`src/rtl/log_fpmul_pkg.sv`:
```
// Shared types and sizing helpers for the byte-serial Mitchell-approximation FP multiplier.
// Optional IEEE special-value handling in the core is enabled by defining LOGMUL_SPECIALS_EN.
package log_fpmul_pkg;

   typedef enum logic [1:0] {
      LOAD = 2'd0,
      CALC = 2'd1,
      SEND = 2'd2
   } state_t;

   localparam int FLAG_OVF = 1;
   localparam int FLAG_UNF = 0;

   function automatic int calc_w(input int exp_w, input int man_w);
      return 1 + exp_w + man_w;
   endfunction

   function automatic int calc_nb(input int exp_w, input int man_w);
      return calc_w(exp_w, man_w) / 8;
   endfunction

   // A single-byte format still needs a 1-bit counter to stay synthesizable.
   function automatic int calc_cnt_w(input int nb);
      return (nb > 1) ? $clog2(nb) : 1;
   endfunction

endpackage

```
`src/rtl/log_fpmul_core.sv`:
```
// Combinational Mitchell-approximation multiply: add exponents, add mantissas, no correction term.
// Defining LOGMUL_SPECIALS_EN adds Inf/NaN handling; otherwise all-ones exponents saturate as overflow.
module log_fpmul_core
   import log_fpmul_pkg::*;
#(
   parameter int EXP_W = 5,
   parameter int MAN_W = 10,
   parameter int BIAS  = 2**(EXP_W-1) - 1
) (
   input  logic [calc_w(EXP_W, MAN_W)-1:0] a,
   input  logic [calc_w(EXP_W, MAN_W)-1:0] b,
   output logic [calc_w(EXP_W, MAN_W)-1:0] r,
   output logic [1:0]                      flags
);

   localparam int W = calc_w(EXP_W, MAN_W);
   localparam logic [EXP_W-1:0]        EXP_ONES = '1;
   localparam logic signed [EXP_W+1:0] BIAS_E   = (EXP_W+2)'(BIAS);
   localparam logic signed [EXP_W+1:0] MAX_E    = {2'b00, EXP_ONES};

   logic                     sa, sb, sr;
   logic [EXP_W-1:0]         ea, eb;
   logic [MAN_W-1:0]         ma, mb;
   logic [MAN_W:0]           s;
   logic signed [EXP_W+1:0]  e;
   logic                     a_zero, b_zero;
`ifdef LOGMUL_SPECIALS_EN
   localparam logic [W-1:0] QNAN = {1'b0, EXP_ONES, 1'b1, {(MAN_W-1){1'b0}}};
   logic a_inf, b_inf, a_nan, b_nan;
`endif

   always_comb begin
      sa = a[W-1];
      sb = b[W-1];
      ea = a[W-2 -: EXP_W];
      eb = b[W-2 -: EXP_W];
      ma = a[MAN_W-1:0];
      mb = b[MAN_W-1:0];
      sr = sa ^ sb;
      a_zero = (ea == '0);
      b_zero = (eb == '0);
      s = {1'b0, ma} + {1'b0, mb};
      // Mantissa carry bumps the exponent by one: log2(1+x) ~ x.
      e = $signed({2'b00, ea}) + $signed({2'b00, eb}) - BIAS_E
          + $signed({{(EXP_W+1){1'b0}}, s[MAN_W]});
      r = {sr, e[EXP_W-1:0], s[MAN_W-1:0]};
      flags = 2'b00;
`ifdef LOGMUL_SPECIALS_EN
      a_inf = (ea == EXP_ONES) && (ma == '0);
      b_inf = (eb == EXP_ONES) && (mb == '0);
      a_nan = (ea == EXP_ONES) && (ma != '0);
      b_nan = (eb == EXP_ONES) && (mb != '0);
      if (a_nan || b_nan || (a_inf && b_zero) || (b_inf && a_zero)) begin
         r = QNAN;
      end else if (a_inf || b_inf) begin
         r = {sr, EXP_ONES, {MAN_W{1'b0}}};
      end else
`endif
      if (a_zero || b_zero) begin
         r = {sr, {(W-1){1'b0}}};
      end else if (e >= MAX_E) begin
         r = {sr, EXP_ONES, {MAN_W{1'b0}}};
         flags[FLAG_OVF] = 1'b1;
      end else if (e[EXP_W+1] || (e == '0)) begin
         r = {sr, {(W-1){1'b0}}};
         flags[FLAG_UNF] = 1'b1;
      end
   end

endmodule

```
`src/rtl/log_fpmul_serial.sv`:
```
// Byte-serial wrapper: collects operands LSB byte first, computes in one cycle, streams the result.
// Special-value handling in the core is compiled in when LOGMUL_SPECIALS_EN is defined.
module log_fpmul_serial
   import log_fpmul_pkg::*;
#(
   parameter int EXP_W = 5,
   parameter int MAN_W = 10,
   parameter int BIAS  = 2**(EXP_W-1) - 1
) (
   input  logic       clk,
   input  logic       rst,
   input  logic       in_valid,
   output logic       in_ready,
   input  logic [7:0] a_byte,
   input  logic [7:0] b_byte,
   output logic       out_valid,
   input  logic       out_ready,
   output logic [7:0] out_byte,
   output logic [1:0] out_flags
);

   localparam int W  = calc_w(EXP_W, MAN_W);
   localparam int NB = calc_nb(EXP_W, MAN_W);
   localparam int CW = calc_cnt_w(NB);
   localparam logic [CW-1:0] LAST = CW'(NB - 1);

   state_t          state_reg, state_next;
   logic [CW-1:0]   beat_cnt_reg, k_reg;
   logic [W-1:0]    a_reg, b_reg, r_reg, r_core;
   logic [1:0]      flags_reg, flags_core;
   logic            in_fire, out_fire;
   logic [7:0]      r_bytes [NB];

   log_fpmul_core #(
      .EXP_W (EXP_W),
      .MAN_W (MAN_W),
      .BIAS  (BIAS)
   ) u_core (
      .a     (a_reg),
      .b     (b_reg),
      .r     (r_core),
      .flags (flags_core)
   );

   for (genvar gi = 0; gi < NB; gi++) begin : g_r_bytes
      assign r_bytes[gi] = r_reg[8*gi +: 8];
   end

   always_ff @(posedge clk) begin
      if (rst) state_reg <= LOAD;
      else     state_reg <= state_next;
   end

   always_comb begin
      state_next = state_reg;
      in_ready   = (state_reg == LOAD) && !rst;
      out_valid  = (state_reg == SEND);
      in_fire    = in_valid && in_ready;
      out_fire   = out_valid && out_ready;
      case (state_reg)
         LOAD:    if (in_fire && (beat_cnt_reg == LAST)) state_next = CALC;
         CALC:    state_next = SEND;
         SEND:    if (out_fire && (k_reg == LAST)) state_next = LOAD;
         default: state_next = LOAD;
      endcase
      out_byte  = out_valid ? r_bytes[k_reg] : 8'd0;
      out_flags = out_valid ? flags_reg : 2'b00;
   end

   always_ff @(posedge clk) begin
      if (rst) begin
         beat_cnt_reg <= '0;
         k_reg        <= '0;
         a_reg        <= '0;
         b_reg        <= '0;
         r_reg        <= '0;
         flags_reg    <= '0;
      end else begin
         if (in_fire) begin
            beat_cnt_reg <= (beat_cnt_reg == LAST) ? '0 : beat_cnt_reg + 1'b1;
            for (int i = 0; i < NB; i++) begin
               if (beat_cnt_reg == CW'(i)) begin
                  a_reg[8*i +: 8] <= a_byte;
                  b_reg[8*i +: 8] <= b_byte;
               end
            end
         end
         if (state_reg == CALC) begin
            r_reg     <= r_core;
            flags_reg <= flags_core;
         end
         if (out_fire) k_reg <= (k_reg == LAST) ? '0 : k_reg + 1'b1;
      end
   end

endmodule

```
`config.mk`:
```
export PLATFORM = sky130hd
export DESIGN_NAME = log_fpmul_serial
export DESIGN_NICKNAME = d
export VERILOG_FILES = /design/src/rtl/log_fpmul_pkg.sv /design/src/rtl/log_fpmul_core.sv /design/src/rtl/log_fpmul_serial.sv
export SDC_FILE = /design/constraint.sdc
export NUM_CORES = 1
export LEC_CHECK = 0
export ABC_AREA = 1
export CAP_MARGIN = 20
export CORE_MARGIN = 3
export CORE_UTILIZATION = 40
export DETAILED_ROUTE_END_ITERATION = 8
export HOLD_SLACK_MARGIN = 0.15
export REMOVE_ABC_BUFFERS = 1
export SLEW_MARGIN = 10
export SYNTH_ARGS = -nofsm -noshare
export SYNTH_HDL_FRONTEND = slang
export SYNTH_SLANG_ARGS = --single-unit
```
`constraint.sdc`:
```
create_clock -name clk -period 3.43 [get_ports clk]
set_input_delay 0.686 -clock clk [delete_from_list [all_inputs] [get_ports clk]]
set_output_delay 0.686 -clock clk [all_outputs]
set_load 0.02 [all_outputs]
```
==> key figures, run 1 <==
Synth
  • Ys flop type: dfxtp_1
  • Ys Warns: 0
  • EDFF count, synth: 0
  • Synthesis-stage register bit count: 54
  • Post-synth cell types: 30
  • Mean Syn Cell Area: roughly 6.8 um^2
  • Synth Instances: 450
  • Seq/Total Area, Yosys: 35.22%
  • Async SR Flop Fraction: 0%
  • Mapped cell area: roughly 3100 um^2

Routing
  • Final ANT Viol Nets: 0
  • Vias: 2874
  • DRC Markers: 0
  • Iter 0 DRT Violations: 100
  • Vias per inst: 4.947
  • DR WL/cell: 12.60 um
  • First-pass detailed-route iteration total: 4
  • Total wire length: 7323 um

Worst setup path
  • Largest stage delay on the critical path: 370 ps
  • Worst Setup Path Type: reg -> reg
  • Critical Path AT: 3390 ps
  • Top cell by count, worst path: nand2_1
  • Worst Setup End Kind: flip-flop
  • CP max stage cell: dfxtp_2
  • Startpoint types: flip-flop
  • WP data required: ~3700 ps
  • CP max FO: 5

Timing
  • Worst Clk Skew: 8.490 ps
  • Setup violations, final: 0
  • Worst rel slew slack: 49.24%
  • TNS Setup: 0 ps
  • Worst slew pin tran: about 760 ps
  • Final max-slew violation count: 0
  • Final period util: between 90% and 100%
  • Final worst setup slack: approximately 270 ps
  • Min cycle time layout: between 3000 and 4000 ps
  • Hold Fails Final Rpt: 0
  • FMAX: 316.8 MHz

Global route
  • Global-route wire length before repair: between 10000 and 15000 um
  • Total track usage: roughly 17%
  • Vias in the first global route: around 2.5k
  • Initial antenna violation count: 0
  • Congestion Overflow GR: 0
  • Largest net degree at the start of global routing: 34

Die
  • Starting density of the core: 41.87%
  • Ports: 32
  • Die area: roughly 8800 um^2
  • Die Ht: 93.60 um
  • Area of the core: 7331 um^2
  • Rows: 31
  • Die span in x: 93.60 um

Clock network
  • CTS tree: yes
  • CTS Buf Count: 5
  • Max H-tree Level: 2
  • Worst skew pair latency: between 300 and 400 ps
  • Clock sink count: 54
  • Cts-stage hold buffer count: 0
  • Clock Pin Slew Worst Setup and Hold Paths: 100 ps
  • CTS root buf: clkbuf_8
  • Maximum root-to-sink buffer count: 2

Min path
  • Worst hold path class: reg -> reg

Pwr
  • VDD IR max: 0.2278 mV
  • PwrDens: roughly 330 nW/um^2
  • Leakage: 1.548 nW
  • Post-layout power: 0.001225 W

Layout
  • Share of layout cells above drive strength 1: 10.37%
  • Final nets: 520
  • Diodes inserted: 0
  • Area delta synth->final: 19.89%

Placed design
  • Number of port buffers: 31
  • Hpwl dp: 5394 um
  • Global placement routability congestion: 0.8532
  • Setup slack at placement: around 87 ps

Status
  • Status: complete, no violations

Flow run
  • # Max-Cap Violations: 0
## repair_timing
item | in CTS | in global routing
setup endpoints to repair | 0 | 15
endpoints found under the hold margin | 0 | 0
gates resized for setup | 0 | 24
setup buffers | 0 | 2
## worst paths after layout
path / start / endpoint / slack, ps / cells past startpoint
worst max-delay path: a_reg[0] / r_reg[8] / 270 / 25
worst min-delay path: b_reg[4] / b_reg[4] / 460 / 2
worst max register to register: a_reg[0] / r_reg[8] / 270 / 25
worst min register to register: b_reg[4] / b_reg[4] / 460 / 2
## cells in the mapped netlist (3+ instances only)
cell type | number | area share [%]
nand2_1 | 78 | 9.5
inv_1 | 63 | 7.7
dfxtp_1 | 54 | 35
a21oi_1 | 53 | 8.6
nor2_1 | 53 | 6.5
o21ai_0 | 43 | 7.0
nand3_1 | 22 | 3.6
ha_1 | 17 | 6.9
clkbuf_1 | 14 | 1.7
nand4_1 | 9 | 1.8
nand2_2 | 8 | 1.6
nor3_1 | 6 | 0.98
xnor2_1 | 5 | 1.4
nand3_2 | 4 | 1.3
xor2_1 | 3 | 0.86
## metal layers
metal,wire (um),GRT usage [%],vias to the layer above
met2,3443,27.04,43
met5,0,0,-
met4,160,6.258,0
met3,214,2.816,12
met1,3505,23.01,1299
li1,-,-,1520
## critical path, delay by kind of cell (launching register included)
kind,cells,cell delay [ps]
AND/OR/NAND/NOR,12,1080
adder cells (fa/ha/maj),4,870
buffers and inverters,6,430
flip-flops,1,370
AO/OA/AOI/OAI,3,350
## kinds of logic after synthesis
logic type | Yosys count | share of synthesized area, %
compound gates | 102 | 17.20
xor+xnor | 8 | 2.283
fa+ha+maj | 19 | 8.235
buf+inv | 82 | 10.31
flops | 54 | 35.22
simple gates | 185 | 26.74
## cell usage in the layout (no fill, tap or decap), types with 6 or more instances in the layout
cell type,instances
dfxtp_1,52
inv_1,62
nand3_1,20
ha_1,15
a21oi_1,52
o21ai_0,42
nor2_1,52
nand2_2,9
clkdlybuf4s50_1,31
nand4_1,9
nor3_1,6
nand2_1,74
buf_4,6
## stage by stage
step	cell area [um^2]	hold WS [ps]	std cells	utilization, %
6_report	3680	456.7	581	50.20
5_1_grt	3680	481.2	581	50.20
4_1_cts	3558	459.6	577	48.54
3_5_place_dp	3472	443.2	569	47.36
3_3_place_gp	3472	439.1	569	47.36
2_1_floorplan	3000	429.3	434	-
## cell type report
type | count | area [um^2]
fill | 764 | 3651
multi-input combinational | 316 | 1772
sequential | 54 | 1084
timing repair buffer | 38 | 366.6
inverter | 66 | 247.7
tap | 99 | 123.9
clock buffer | 6 | 72.57
clock inverter | 2 | 13.76
## power by group
part	total [W]	internal (W)	switching, W
clock	0.000352	0.000145	0.000207
combinational	0.000210	0.0000858	0.000124
sequential	0.000663	0.000649	0.0000139
total	0.00123	0.000880	0.000346
Power figures use the tool's default switching activity.
==> inputs of run 2 (changes only) <==
- CAP_MARGIN: 20 -> 30
- CELL_PAD_IN_SITES_DETAIL_PLACEMENT: default -> 0
- CELL_PAD_IN_SITES_GLOBAL_PLACEMENT: default -> 1
- PLACE_DENSITY_LB_ADDON: default -> 0.1
==> key figures, run 2 (synthesis results as in run 1) <==
Status
  • Status: complete, no violations

Min path
  • Worst hold path class: reg -> reg
  • Hold Path Stages: 2
  • Hold path endpoint: a_reg[0]
  • Worst Hold Launch: a_reg[0]

Timing
  • Final max-slew violation count: 0
  • Worst Clk Skew: approximately 7.7 ps
  • Final period util: 90.56%
  • Min cycle time layout: 3106 ps
  • TNS Setup: 0 ps
  • Worst rel slew slack: 47.85%
  • Final worst setup slack: 323.7 ps
  • FMAX: 321.9 MHz
  • Setup violations, final: 0
  • Worst slew pin tran: 779.3 ps
  • Unrepaired setup endpoints after global routing: no
  • Hold Fails Final Rpt: 0

Routing
  • Vias per inst: between 4 and 5
  • Vias: roughly 2.8k
  • First-pass detailed-route iteration total: 4
  • Final ANT Viol Nets: 0
  • DR WL/cell: 12.62 um
  • DRC Markers: 0
  • Total wire length: 7342 um
  • Iter 0 DRT Violations: 122

Layout
  • Fillers: 758
  • Final nets: 521
  • Most common cell after layout, fill and taps aside: nand2_1
  • Core Util, Final: 50.15%
  • Area delta synth->final: 19.77%
  • Diodes inserted: 0
  • Share of layout cells above drive strength 1: 10.56%
  • Commonest non-fill, non-tap cells in the layout: nand2_1 (73), inv_1 (63), a21oi_1 (52), dfxtp_1 (52), nor2_1 (51)
  • Non-Filler Instances: between 500 and 600

Pwr
  • VDD IR max: 0.2045 mV
  • Post-layout power: 0.001246 W
  • Leakage: 1.555 nW
  • PwrDens: 338.8 nW/um^2

Worst setup path
  • Flop-to-flop setup slack: about 320 ps
  • Startpoint types: flip-flop
  • CP top delay family: simple AND/OR/NAND/NOR gates
  • Critical Path AT: 3310 ps
  • FF-to-FF Start: a_reg[0]
  • R2R cell count: 23
  • Largest stage delay on the critical path: 330 ps
  • Buffers & Inverters on Critical Path: 5
  • WP data required: 3630 ps
  • Crit-path cells: ha_2, inv_1, fa_2, inv_1, nand3_1, nand2_2, nand4_1, nand2_1, nand2_1, nand2_1, a21oi_1, ha_1, inv_1, ha_1, inv_1, or2_2, nor2_1, nand3_1, nand3_2, buf_4, nand3_2, nand4_1, a21oi_1
  • Top cell by count, worst path: inv_1
  • CP max FO: 6
  • CP max stage cell: dfxtp_2
  • FF-to-FF End: r_reg[1]
  • Worst Setup Path Type: reg -> reg
  • Worst Setup End Kind: flip-flop

Die
  • Rows: 31
  • Starting density of the core: 41.87%
  • Die area: between 8000 and 9000 um^2
  • Die Ht: 93.60 um
  • Area of the core: 7331 um^2
  • Die span in x: 93.60 um
  • Ports: 32

Clock network
  • CTS Buf Count: 5
  • CTS root buf: clkbuf_8
  • CTS tree: yes
  • Clock sink count: 54
  • Maximum root-to-sink buffer count: 2
  • Max H-tree Level: 2
  • Worst skew pair latency: between 300 and 400 ps
  • Clock Pin Slew Worst Setup and Hold Paths: ~100 ps

Global route
  • Global-route wire length before repair: 12220 um
  • Initial antenna violation count: 0
  • Congestion Overflow GR: 0
  • Vias in the first global route: 2653
  • Largest net degree at the start of global routing: 35
  • Total track usage: 17.57%

Placed design
  • Placed cell count: 570
  • Number of port buffers: 31
  • Setup slack at placement: 96.64 ps
  • Global placement routability congestion: 0.8409
  • Hpwl dp: 5456 um

Flow run
  • # Max-Cap Violations: 0
==> run 2: timing repair <==
action	in CTS	in global routing
endpoints found under the hold margin	0	0
endpoints found under the setup margin	0	16
hold buffers	0	0
setup buffers	0	2
resized for setup	0	20
==> run 2: metrics by stage <==
step | hold slack, ps | instance area, um^2
CTS | 461.5 | 3575
global route | 484.1 | 3676
floorplan | 429.3 | 3000
detailed placement | 444.1 | 3480
finish | 454.3 | 3676
global placement | 440.3 | 3480
==> run 2: tightest hold or removal path, cell delays in order, from the launching register on <==
cell,delay [ps]
dfxtp_2,330
inv_1,40
a21oi_1,50
==> run 2: per-layer routing <==
metal / vias to the layer above / track usage, % / share of wire (%)
li1: 1524 / - / -
met1: 1281 / 23.75 / 49
met2: 31 / 29.01 / 47
met3: 6 / 2.655 / 3.3
met4: 0 / 5.054 / 1.2
met5: - / 0 / 0
==> run 2: layout make-up <==
cell class / instances / area (um^2) / share of cell area (%)
clock buffers: 6 / 82.58 / 2.246
well taps: 99 / 123.9 / 3.370
repair buffers: 39 / 374.1 / 10.18
inverters: 66 / 247.7 / 6.739
clock inverters: 2 / 12.51 / 0.3404
multi-input cells: 316 / 1752 / 47.65
flip-flops and latches: 54 / 1084 / 29.48
==> run 2: worst max path at each step <==
stage | slack [ps] | end | cells after the start | from
6_report | 320 | r_reg[1] | 23 | a_reg[0]
5_1_grt | 10 | r_reg[7] | 27 | a_reg[0]
4_1_cts | 90 | r_reg[7] | 24 | b_reg[0]
3_5_place_dp | 100 | r_reg[7] | 24 | b_reg[0]
3_3_place_gp | 190 | r_reg[7] | 24 | a_reg[0]
2_1_floorplan | 420 | r_reg[6] | 24 | a_reg[0]
==> run 2: report_power, final <==
group	switching [W]	internal, W
Clock	0.000211	0.000163
Combinational	0.000124	0.0000847
Sequential	0.0000138	0.000649
